**src/rtl/eth_rx_packer.sv**
```systemverilog
// eth_rx_packer: strips MII preamble/SFD and packs receive nibbles LSB-first into 32-bit RAM writes
// Ports:
//   clk, rst_n              clock, asynchronous active-low reset
//   enable_i                receiver enabled; frames starting while low are dropped
//   rx_dv_i, rx_d_i, rx_er_i  MII receive valid, nibble, error
//   ewr_addr_o/_write_o/_data_o  single-cycle write strobe into the receive window
//   frame_ready_o           frame stored, held until ack_i
//   frame_len_o             frame length in nibbles (excluding preamble/SFD)
//   frame_err_o, overflow_o frame status, valid while frame_ready_o
//   ack_i                   host releases the buffer
//   drop_cnt_o              saturating count of dropped frames
module eth_rx_packer #(
    parameter logic [8:0] BASE_ADDR = 9'h080,
    parameter int         WORDS     = 128
) (
    input  logic        clk,
    input  logic        rst_n,
    input  logic        enable_i,
    input  logic        rx_dv_i,
    input  logic [3:0]  rx_d_i,
    input  logic        rx_er_i,
    output logic [8:0]  ewr_addr_o,
    output logic        ewr_write_o,
    output logic [31:0] ewr_data_o,
    output logic        frame_ready_o,
    output logic [10:0] frame_len_o,
    output logic        frame_err_o,
    output logic        overflow_o,
    input  logic        ack_i,
    output logic [7:0]  drop_cnt_o
);
    localparam int IW = $clog2(WORDS) + 1;

    typedef enum logic [2:0] {IDLE, PRE, DATA, OVF, DONE, DROP} state_t;

    state_t        state_q, state_d;
    logic [31:0]   sr_q, sr_d, sr_sh;
    logic [10:0]   cnt_q, cnt_d;
    logic [IW-1:0] widx_q, widx_d;
    logic          err_q, err_d, ovf_q, ovf_d;
    logic          wr_q, wr_d;
    logic [8:0]    addr_q, addr_d;
    logic [31:0]   data_q, data_d;
    logic [7:0]    drop_q, drop_d;
    logic          drop_inc;
    logic          rdy_q;
    // Previous rx_dv_i. Resets high so a frame already in flight when reset
    // releases is ignored until the line has gone idle once.
    logic          dv_q;

    always_comb begin
        state_d  = state_q;
        sr_d     = sr_q;
        cnt_d    = cnt_q;
        widx_d   = widx_q;
        err_d    = err_q;
        ovf_d    = ovf_q;
        wr_d     = 1'b0;
        addr_d   = addr_q;
        data_d   = data_q;
        drop_inc = 1'b0;
        sr_sh    = {rx_d_i, sr_q[31:4]};
        case (state_q)
            IDLE: if (rx_dv_i && !dv_q) begin
                state_d  = enable_i ? PRE : DROP;
                drop_inc = !enable_i;
            end
            PRE: if (!rx_dv_i) begin
                state_d = IDLE;
            end else if (rx_d_i == 4'hD) begin
                state_d = DATA;
                sr_d    = '0;
                cnt_d   = '0;
                widx_d  = '0;
                err_d   = 1'b0;
                ovf_d   = 1'b0;
            end else if (rx_d_i != 4'h5) begin
                state_d  = DROP;
                drop_inc = 1'b1;
            end
            DATA: if (!rx_dv_i) begin
                state_d = DONE;
                // Flush a partial word, right-aligned with zero upper nibbles.
                if (cnt_q[2:0] != 3'd0) begin
                    wr_d   = 1'b1;
                    addr_d = BASE_ADDR + 9'(widx_q);
                    data_d = sr_q >> (6'd32 - {1'b0, cnt_q[2:0], 2'b00});
                end
            end else if (widx_q == IW'(WORDS)) begin
                state_d = OVF;
                ovf_d   = 1'b1;
                err_d   = 1'b1;
            end else begin
                sr_d  = sr_sh;
                cnt_d = cnt_q + 11'd1;
                err_d = err_q | rx_er_i;
                if (cnt_q[2:0] == 3'd7) begin
                    wr_d   = 1'b1;
                    addr_d = BASE_ADDR + 9'(widx_q);
                    data_d = sr_sh;
                    widx_d = widx_q + IW'(1);
                end
            end
            OVF:  state_d = rx_dv_i ? OVF : DONE;
            DONE: begin
                drop_inc = rx_dv_i && !dv_q;
                if (ack_i) state_d = rx_dv_i ? DROP : IDLE;
            end
            DROP:    state_d = rx_dv_i ? DROP : IDLE;
            default: state_d = IDLE;
        endcase
        drop_d = drop_q + 8'(drop_inc && drop_q != 8'hFF);
    end

    always_ff @(posedge clk or negedge rst_n) begin
        if (!rst_n) begin
            state_q <= IDLE;
            sr_q    <= '0;
            cnt_q   <= '0;
            widx_q  <= '0;
            err_q   <= 1'b0;
            ovf_q   <= 1'b0;
            wr_q    <= 1'b0;
            addr_q  <= '0;
            data_q  <= '0;
            drop_q  <= '0;
            rdy_q   <= 1'b0;
            dv_q    <= 1'b1;
        end else begin
            state_q <= state_d;
            sr_q    <= sr_d;
            cnt_q   <= cnt_d;
            widx_q  <= widx_d;
            err_q   <= err_d;
            ovf_q   <= ovf_d;
            wr_q    <= wr_d;
            addr_q  <= addr_d;
            data_q  <= data_d;
            drop_q  <= drop_d;
            rdy_q   <= state_d == DONE;
            dv_q    <= rx_dv_i;
        end
    end

    assign ewr_addr_o    = addr_q;
    assign ewr_write_o   = wr_q;
    assign ewr_data_o    = data_q;
    assign frame_ready_o = rdy_q;
    assign frame_len_o   = cnt_q;
    assign frame_err_o   = err_q;
    assign overflow_o    = ovf_q;
    assign drop_cnt_o    = drop_q;
endmodule
```
**config.mk**
```make
export PLATFORM = sky130hd
export DESIGN_NAME = eth_rx_packer
export DESIGN_NICKNAME = d
export VERILOG_FILES = /design/src/rtl/eth_rx_packer.sv
export SDC_FILE = /design/constraint.sdc
export NUM_CORES = 1
export LEC_CHECK = 0
export CAP_MARGIN = 15
export CORE_MARGIN = 2
export CORE_UTILIZATION = 60
export DETAILED_ROUTE_END_ITERATION = 6
export GPL_TIMING_DRIVEN = 0
export HOLD_SLACK_MARGIN = 0.05
export PLACE_DENSITY = 0.82
export SYNTH_ARGS = -nofsm -noshare
export SYNTH_HDL_FRONTEND = slang
export SYNTH_SLANG_ARGS = --single-unit
export TNS_END_PERCENT = 5
```
**constraint.sdc**
```tcl
create_clock -name clk -period 4.75 [get_ports clk]
set_clock_uncertainty 0.15 [all_clocks]
set_input_delay 0.95 -clock clk [delete_from_list [all_inputs] [get_ports clk]]
set_output_delay 0.95 -clock clk [all_outputs]
set_load 0.005 [all_outputs]
```
== Word level (Yosys, flattened, before mapping) ==
Cells that the tools add are included.
Word-level totals
  word-level logic and storage cells: 104
  register bits: 108
Operators by class
  shift-type cells: 1
  bitwise logic cells: 1
  reduce and logical (&&, ||, !) cells: 13
  equality and inequality tests: 19
  add/subtract/negate cells: 5
  muxes and demuxes: 53
Operators by type and width (number)
  two-way mux 32 bit: 8
  one-hot mux 32 bit (2 select lines): 1
  two-way mux 11 bit: 4
  two-way mux 8 bit: 5
  two-way mux 9 bit: 4
  >> shifter 32 x 6 -> 32 bit: 1
  two-way mux 3 bit: 10
  one-hot mux 11 bit (2 select lines): 1
  one-hot mux 3 bit (6 select lines): 1
  one-hot mux 8 bit (2 select lines): 1
  two-way mux 1 bit: 15
  != test 2 bit, second input constant: 7
  equality test 3 bit, second input constant: 4
  adder 11 x 1 -> 11 bit, second input constant: 1
  AND reduction 5 bit: 2
  adder 8 x 8 -> 9 bit, first input constant: 1
  adder 8 x 1 -> 8 bit: 1
  adder 8 x 1 -> 8 bit, second input constant: 1
  equality test 8 bit, second input constant: 1
  != test 8 bit, second input constant: 1
  AND reduction 4 bit: 2
  equality test 3 x 2 -> 1 bit, second input constant: 2
  AND reduction 6 bit: 1
  subtractor 6 x 5 -> 6 bit, first input constant: 1
  12 further kinds: 16

== Depth between registers and ports, before layout ==
  depth in word-level cells: 7
  depth in mapped cells: 10

== Least setup slack after synthesis ==
Ideal clock, no wire load.
  path kind: register -> register
  start point: reg cnt_q[0], in the netlist frame_len_o[0]
  end point: reg data_q[0], in the netlist ewr_data_o[0]
  slack: 1.874 ns
  required time: 4.475 ns
  library setup time: 0.125 ns
  stages on the path, launching flop included: 10
  arrival: 2.602 ns
  buffers on the path: 3
  cell sequence: dfrtp_1 buf_6 buf_4 inv_2 ha_1 buf_1 mux2i_1 mux2i_1 a221o_1 mux2_2
Between the ends
  cells in the longest elaborated chain, start to end: 4
Ends and longest elaborated chain
  start, declared: RTL line 38  | logic [10:0] cnt_q, cnt_d;
  start signal, assigned: RTL line 132  | cnt_q <= cnt_d;
  subtractor 6 x 5 -> 6 bit: RTL line 87  | data_d = sr_q >> (6'd32 - {1'b0, cnt_q[2:0], 2'b00});
  >> shifter 32 x 6 -> 32 bit: RTL line 87
  two-way mux 32 bit: RTL line 84  | if (cnt_q[2:0] != 3'd0) begin
  two-way mux 32 bit: RTL line 81  | DATA: if (!rx_dv_i) begin
  end signal, assigned: RTL line 138  | data_q <= data_d;
  end, declared: RTL line 43  | logic [31:0] data_q, data_d;
Several ways; a longest one is shown, not always the timed one. The select of a mux whose other input is x is not followed.
A chain may end at the register's enable or synchronous reset.

== Worst setup path in the final report ==
  start point: reg cnt_q[0], in the netlist frame_len_o[0]
  end point: reg data_q[15], in the netlist ewr_data_o[15]
Same word-level chain as after synthesis.

==> metrics.cfg <==
[outcome]
status=finished, final reports clean

[yosys]
synth_seq_cells=108
yosysSeqAreaShare_pct=45.4
syn_nets=569
synthDistinctLibCells=65
synth_top_flop_cell=dfrtp_1
async_flop_share_pct=100
synth_cells=551
synth_area_per_cell_um2=10.8
synth_area_um2=5950
synth_edf_count=0
yosys_warnings=0

[sta]
setup_tns_ns=0
fmax_mhz=292
hold_viol_final=0
period_share_pct=72.0
max_slew_margin_pct=49.8
whs_ns=0.352
finalSetupViolCount=0
max_slew.worst_pin.slew_ns=0.752
layout_min_cycle_time_ns=3.42
drv_slew=0
setup_slack_ns=1.33
rsz0062_at_grt=false

[die]
rows=36
dieArea_um2=10700
die_x_um=104
ios=74
die_h_um=104
core_um2=9680
initial_core_util_pct=61.5

[finish]
fin_area_um2=7070
n_antenna_cell=0
syn2layout_area_growth_pct=18.7
drive_above_1_share_pct=16.8
layout.cells.most_common=dfrtp_1
layout_common_cells=dfrtp_1 (107), clkdlybuf4s50_1 (72), o21ai_0 (70), nand2_1 (56), mux2_2 (40)
fillCellCount=720
final_nets=654
instances_no_fill=774

[global_route]
grt_pass1_vias=4833
grt_pass1_wl_um=25600
grt_max_degree=60
antenna_found_initial=0
track_usage_pct=30.0
grt_overflow=0

[cts]
cts_tree=yes
hold_buffers=0
clock_sinks=108
worstSkewPairLatency_ns=0.37
cts.htree.levels=3
clk_pin_slew_ns=0.11
cts-root-buf=clkbuf_8
cts-resized-gates=0
cts_setup_buffers=0
clock_path_buffers=2
numCtsBuffers=9

[hold_path]
hold_path.class=reg -> reg

[setup_path]
worstPathArrival_ns=3.55
reg2reg_slack_ns=1.33
start_kind=register
crit_fanout=10
cp-end-kind=register
cp.required_ns=4.88
path_class=reg -> reg

[placement]
placed_area_um2=6880
placed_cells=758
globalplace.congestion=0.896
post-place-ws_ns=1.22
io_buffers=73
detailed_place_hpwl_um=11600

[drt]
num_vias=4973
drtPass1Iterations=5
wire_per_inst_um=20.2
wl_um=15600
postRouteAntennaNets=0
first_iter_violations=432
route.detailed.drc=0
via_per_inst=6.43

[power_and_ir_drop]
peakVddDrop_mv=0.215
powerDensity_nw_per_um2=271
leakagePower_uw=0.00300

[flow_run]
maxCapViolCount=0

report_power, final:
group          internal, µW  switching (µW)  leakage, µW
Clock                   226             329    0.0000930
Combinational           163             200      0.00143
Sequential              957            44.3      0.00148
Total                  1350             573      0.00300
flip-flops by register name, summed over array words and instances (netlist names):
register / flops
ewr_addr_o: 9
ewr_write_o: 1
dv_q: 1
frame_ready_o: 1
widx_q: 8
frame_err_o: 1
sr_q: 32
drop_cnt_o: 8
ewr_data_o: 32
state_q: 3
overflow_o: 1
frame_len_o: 11
metrics by stage:
stage | power (µW) | util (%)
3_5_place_dp | 1380 | 71.0
6_report | 1920 | 73.0
3_3_place_gp | 1370 | 70.7
5_1_grt | 2000 | 73.0
2_1_floorplan | 1220 | -
4_1_cts | 1920 | 73.0
final timing paths:
| path | startpoint | endpoint | cells past startpoint |
|---|---|---|---|
| worst max-delay path | frame_len_o[0] | ewr_data_o[15] | 10 |
| worst min-delay path | frame_err_o | frame_err_o | 1 |
| worst max register to register | frame_len_o[0] | ewr_data_o[15] | 10 |
| worst min register to register | frame_err_o | frame_err_o | 1 |
| max in group asynchronous | rst_n | frame_len_o[0] | 2 |
| min in group asynchronous | rst_n | frame_len_o[9] | 1 |
synthesized netlist by cell type, types with 2 or more instances:
cell	number	area, µm²
o31ai_1	8	60.1
o2bb2ai_1	4	35.0
o21a_1	3	22.5
nand2b_1	6	37.5
nor3_1	4	20.0
a21oi_1	11	55.1
nor2_1	12	45.0
o31a_1	2	17.5
inv_1	13	48.8
o211ai_1	6	45.0
nand3_1	14	70.1
buf_4	6	45.0
nand4b_1	2	17.5
nand2_1	56	210
mux4_2	16	360
buf_1	2	7.51
and3_1	11	68.8
o2111ai_1	3	26.3
buf_6	5	56.3
a2111oi_0	2	17.5
mux2i_1	24	240
a22o_1	16	140
nand4_1	5	31.3
a221o_1	8	80.1
xor2_1	3	26.3
clkbuf_1	18	67.6
or4_1	7	52.6
ha_1	8	100
nor2b_1	2	12.5
nor3b_1	2	15.0
mux2_2	40	450
nor4_1	4	25.0
dfrtp_1	107	2680
buf_2	13	65.1
o21ai_0	70	350
xnor2_1	4	35.0
a32oi_1	3	26.3
and2_1	3	18.8
o41ai_1	2	17.5
area by class of cell:
type	count	area, µm²	share of cell area (%)
tap	133	166	2.35
clock inverter	5	41.3	0.584
inverter	14	52.6	0.743
timing repair buffer	74	756	10.7
buffer	44	241	3.42
clock buffer	11	151	2.14
multi-input combinational	385	2960	41.8
sequential	108	2700	38.3
per-layer routing:
metal	routed length, µm	vias up	global-route usage [%]
li1	-	2236	-
met1	6840	2478	43.3
met2	7350	237	46.7
met3	1190	22	5.22
met4	250	0	9.36
met5	0	-	0
worst max-delay path, stage by stage, from the launching register on:
cell and delay, ns:
dfrtp_1 0.49, buf_6 0.21, buf_4 0.24, inv_2 0.14
ha_1 0.39, buf_2 0.30, clkbuf_1 0.49, mux4_2 0.40
nand3_1 0.09, o211ai_1 0.14, mux2_2 0.29
kinds of logic after synthesis:
kind of cell,share of synthesized area [%]
AO/OA/AOI/OAI,16.7
buffers and inverters,4.94
adder cells (fa/ha/maj),1.68
multiplexers,17.7
XOR/XNOR,1.03
AND/OR/NAND/NOR,12.5
flip-flops,45.4
Power figures use the tool's default switching activity.
